===== config.mk =====
export PLATFORM = sky130hd
export DESIGN_NAME = alu_op_decoder
export DESIGN_NICKNAME = d
export VERILOG_FILES = /design/src/rtl/alu_op_decoder.sv
export SDC_FILE = /design/constraint.sdc
export NUM_CORES = 1
export LEC_CHECK = 0
export CAP_MARGIN = 20
export CORE_ASPECT_RATIO = 1.75
export CORE_UTILIZATION = 40
export DETAILED_ROUTE_END_ITERATION = 10
export PLACE_DENSITY = 0.87
export SLEW_MARGIN = 10
export SYNTH_ARGS = -nofsm -noshare
export SYNTH_HDL_FRONTEND = slang
export SYNTH_SLANG_ARGS = --single-unit

===== constraint.sdc =====
create_clock -name clk -period 1.85 [get_ports clk]
set_input_delay 0.37 -clock clk [delete_from_list [all_inputs] [get_ports clk]]
set_output_delay 0.37 -clock clk [all_outputs]
set_load 0.01 [all_outputs]

===== src/rtl/alu_op_decoder.sv =====
// rtl/alu_op_decoder.sv - RV32I ALU select decode stage with 2-entry skid buffer
module alu_op_decoder #(
   parameter int WIDTH = 32
) (
   input  logic             clk,
   input  logic             rst_n,
   input  logic             flush,
   input  logic             in_valid,
   output logic             in_ready,
   input  logic [WIDTH-1:0] in_instr,
   output logic             out_valid,
   input  logic             out_ready,
   output logic [3:0]       ALU_Sel,
   output logic             use_imm,
   output logic             illegal
);

   localparam logic [3:0] SEL_ADD  = 4'b0000;
   localparam logic [3:0] SEL_SUB  = 4'b0001;
   localparam logic [3:0] SEL_SLL  = 4'b0010;
   localparam logic [3:0] SEL_SRL  = 4'b0011;
   localparam logic [3:0] SEL_SRA  = 4'b0100;
   localparam logic [3:0] SEL_AND  = 4'b0101;
   localparam logic [3:0] SEL_OR   = 4'b0110;
   localparam logic [3:0] SEL_XOR  = 4'b0111;
   localparam logic [3:0] SEL_SLTU = 4'b1000;
   localparam logic [3:0] SEL_SLT  = 4'b1001;
   localparam logic [3:0] SEL_PASS = 4'b1010;

   typedef enum logic [1:0] {
      EMPTY = 2'd0,
      ONE   = 2'd1,
      FULL  = 2'd2
   } state_t;

   state_t     state;
   logic [6:0] opcode;
   logic [2:0] f3;
   logic       f7b;
   logic [3:0] dec_sel;
   logic       dec_imm;
   logic       dec_ill;
   logic [3:0] out_sel;
   logic       out_imm;
   logic       out_ill;
   logic [3:0] skid_sel;
   logic       skid_imm;
   logic       skid_ill;
   logic       accept;
   logic       send;
   logic       unused_bits;

   assign opcode      = in_instr[6:0];
   assign f3          = in_instr[14:12];
   assign f7b         = in_instr[30];
   assign unused_bits = ^{in_instr[WIDTH-1:31], in_instr[29:15], in_instr[11:7]};

   // Combinational decode of the incoming instruction word
   always_comb begin
      dec_sel = SEL_ADD;
      dec_imm = 1'b0;
      dec_ill = 1'b0;
      case (opcode)
         7'b0110011, 7'b0010011: begin
            dec_imm = (opcode == 7'b0010011);
            case (f3)
               3'b000:  dec_sel = (f7b && !dec_imm) ? SEL_SUB : SEL_ADD;
               3'b001:  dec_sel = SEL_SLL;
               3'b010:  dec_sel = SEL_SLT;
               3'b011:  dec_sel = SEL_SLTU;
               3'b100:  dec_sel = SEL_XOR;
               3'b101:  dec_sel = f7b ? SEL_SRA : SEL_SRL;
               3'b110:  dec_sel = SEL_OR;
               default: dec_sel = SEL_AND;
            endcase
         end
         7'b0000011, 7'b0100011, 7'b1100111, 7'b0010111, 7'b1101111: begin
            dec_sel = SEL_ADD;
            dec_imm = 1'b1;
         end
         7'b0110111: begin
            dec_sel = SEL_PASS;
            dec_imm = 1'b1;
         end
         7'b1100011: begin
            case (f3[2:1])
               2'b00:   dec_sel = SEL_SUB;
               2'b10:   dec_sel = SEL_SLT;
               2'b11:   dec_sel = SEL_SLTU;
               default: dec_ill = 1'b1;
            endcase
         end
         default: dec_ill = 1'b1;
      endcase
   end

   // in_ready depends only on the state register, masked low while reset is held
   assign in_ready  = rst_n && (state != FULL);
   assign out_valid = (state != EMPTY);
   assign accept    = in_valid && in_ready;
   assign send      = out_valid && out_ready;
   assign ALU_Sel   = out_sel;
   assign use_imm   = out_imm;
   assign illegal   = out_ill;

   // Skid buffer state machine: OUT drives the outputs, SKID holds the second entry
   always_ff @(posedge clk) begin
      if (!rst_n) begin
         state    <= EMPTY;
         out_sel  <= 4'b0000;
         out_imm  <= 1'b0;
         out_ill  <= 1'b0;
         skid_sel <= 4'b0000;
         skid_imm <= 1'b0;
         skid_ill <= 1'b0;
      end else if (flush) begin
         state <= EMPTY;
      end else begin
         case (state)
            EMPTY: begin
               if (accept) begin
                  out_sel <= dec_sel;
                  out_imm <= dec_imm;
                  out_ill <= dec_ill;
                  state   <= ONE;
               end
            end
            ONE: begin
               if (accept && send) begin
                  out_sel <= dec_sel;
                  out_imm <= dec_imm;
                  out_ill <= dec_ill;
               end else if (accept) begin
                  skid_sel <= dec_sel;
                  skid_imm <= dec_imm;
                  skid_ill <= dec_ill;
                  state    <= FULL;
               end else if (send) begin
                  state <= EMPTY;
               end
            end
            FULL: begin
               if (send) begin
                  out_sel <= skid_sel;
                  out_imm <= skid_imm;
                  out_ill <= skid_ill;
                  state   <= ONE;
               end
            end
            default: state <= EMPTY;
         endcase
      end
   end

endmodule


==> results.toml <==
[status]
status = "completed"

[detailed_routing]
via_per_inst = 5.94
drtIter0Drc = 38
ant_nets = 0
wirelength_um = 2650
wire_per_inst_um = 15.0
drc = 0
dr.pass1.iters = 5
num_vias = 1046

[timing]
hold_viol_final = 0
fin_crit_ns = 1.73
fin_skew_ns = 0.00824
fin_setup_tns_ns = 0
tightest_slew_ns = 0.378
slew_headroom_pct = 74.8
layout_setup_ws_ns = 0.122
drv_slew = 0
setup_violations = 0
rsz0062_at_grt = "no"
fin_crit_sh_pct = 93.4
fmax_mhz = 579

[cells_and_area]
fill_cells = 180
areaGrowthSynthToFinish_pct = 42.3
antenna_cells = 0
nets = 190
drive_gt1_share_pct = 20.4

[clock_network]
clock-root-buffer = "clkbuf_4"
cts_hold_buf = 0
cts_tree = "done"
cts.sinks = 14
clk_pin_slew_ns = 0.10
numCtsBuffers = 3
cts_setup_buffers = 0
clk_path_buf_depth = 2
clkLatencyLatePin_ns = 0.29
h-tree-depth = 1

[floorplanning]
coreArea_sq_um = 2120
ios = 45
die-height_um = 65.4
start_util_pct = 43.4
die-area_sq_um = 2500
rows = 22
fp.dieW_um = 38.2

[global_route]
grt_pass1_vias = 1048
grt_max_degree = 14
grt_overflow = 0
grt_pass1_wl_um = 4420
antenna_found_initial = 0
grt_usage_pct = 24.3

[yosys]
synth_seq_cells = 14
syn_area_sq_um = 920
synth_edf_count = 0
synth_top_area_share_pct = 30.5
yosys_most_used_dff = "dfxtp_1"
synth_cells = 114
seq_area_frac_synth_pct = 30.5
syn_avg_cell_area_sq_um = 8.07
syn_nets = 151
synth.most_common_cell = "dfxtp_1"
ys_warn_count = 0
ys_types = 40
synthTopCellsByCount = "14 x dfxtp_1, 12 x nand2_1, 11 x a21oi_1"
synth-async-reset-ratio_pct = 0
synth_area_leaders = "dfxtp_1 30%, a21oi_1 6.0%, nand2_1 4.9%"
yosys.area.top_type = "dfxtp_1"

[worst_hold_path]
hp-class = "flip-flop to flip-flop"
hold_path_depth = 2

[placement]
dp_hpwl_um = 2010
port-buffer-count = 23
finalWeightedCongestion = 0.869
post-place-ws_ns = -0.123

[setup_path]
cp_max_fo = 9
start_kind = "flip-flop"
r2r_cells = 5
cp_data_required_time_ns = 1.48
worstPathArrival_ns = 1.36
crit_type = "flip-flop to output pin"
endpoint_kind = "output pin"

[power_and_ir_drop]
ir_drop_mv = 0.272
pwr_density_cell_nw_per_um2 = 552
leakage_uw = 0.000472

[flow_run]
maxCapViolations = 0
cell usage in the layout, fill, tap and decap left out, types with 3 or more instances in the layout:
master	netlist	final
clkdlybuf4s50_1	0	22
buf_4	0	16
dfxtp_1	14	12
nand2_1	12	12
a21oi_1	11	11
a31oi_1	7	7
nor2b_1	5	5
nand3_1	5	5
nor2_1	4	4
o21ai_1	4	4
inv_1	3	3
nand3b_1	3	3
nand2b_1	3	3
o2111ai_1	3	3
nor4_1	3	3
o21ai_0	3	3
clkbuf_4	0	3
worst max-delay path, cell delays in order (launching register included):
cell and delay, ns:
dfxtp_2 0.37, or2_1 0.23, clkdlybuf4s50_1 0.47
state kept, by name, summed over array words and instances, names as in the netlist:
register / flops
ALU_Sel: 4
skid_sel: 4
state: 2
illegal: 1
skid_ill: 1
skid_imm: 1
use_imm: 1
timing repair:
action,in CTS,in global routing
gates resized for setup,2,1
endpoints found under the setup margin,1,1
endpoints found under the hold margin,0,0
metal layers:
metal  share of wire (%)  global-route usage [%]  vias to the layer above
li1                    -                       -                      514
met1                  37                    25.6                      481
met2                  56                    43.6                       42
met3                 4.3                    2.70                        9
met4                 3.6                    13.4                        0
met5                   0                       0                        -
area by class of cell:
type	instances	area (sq um)	share of cell area, %
Inverter	3	11.3	0.860
Sequential cell	14	283	21.6
Timing Repair Buffer	39	349	26.7
Tap cell	24	30.0	2.29
Clock buffer	4	36.3	2.77
Multi-Input combinational cell	92	599	45.8
worst paths after layout:
kind,from,end,slack [ns]
setup / recovery,state[0],out_valid,0.12
hold reg to reg,skid_imm,skid_imm,0.47
hold / removal,skid_imm,skid_imm,0.47
setup reg to reg,state[0],skid_sel[0],0.44
power breakdown:
part / total, uW / switching (uW) / internal [uW]
clock network: 232 / 112 / 120
registers: 317 / 6.20 / 311
logic: 173 / 80.0 / 93.2
total: 722 / 198 / 524
cells by family (layout without fill, tap and decap cells):
logic type | count (synthesis) | after routing | synth area share (%)
AO/OA/AOI/OAI | 38 | 38 | 27.1
AND/OR/NAND/NOR | 53 | 53 | 37.0
flip-flops | 14 | 14 | 30.5
buffers and inverters | 8 | 46 | 4.35
multiplexers | 1 | 1 | 1.09
stage by stage:
step	power, uW	util [%]	cell area, sq um	hold WS, ns	instances
3_3_place_gp	488	60.0	1270	0.447	172
2_1_floorplan	397	-	920	0.437	114
3_5_place_dp	495	60.0	1270	0.449	172
4_1_cts	719	61.7	1310	0.468	176
6_report	722	61.7	1310	0.467	176
5_1_grt	749	61.7	1310	0.497	176
No activity file was read; power rests on OpenSTA's default activity.
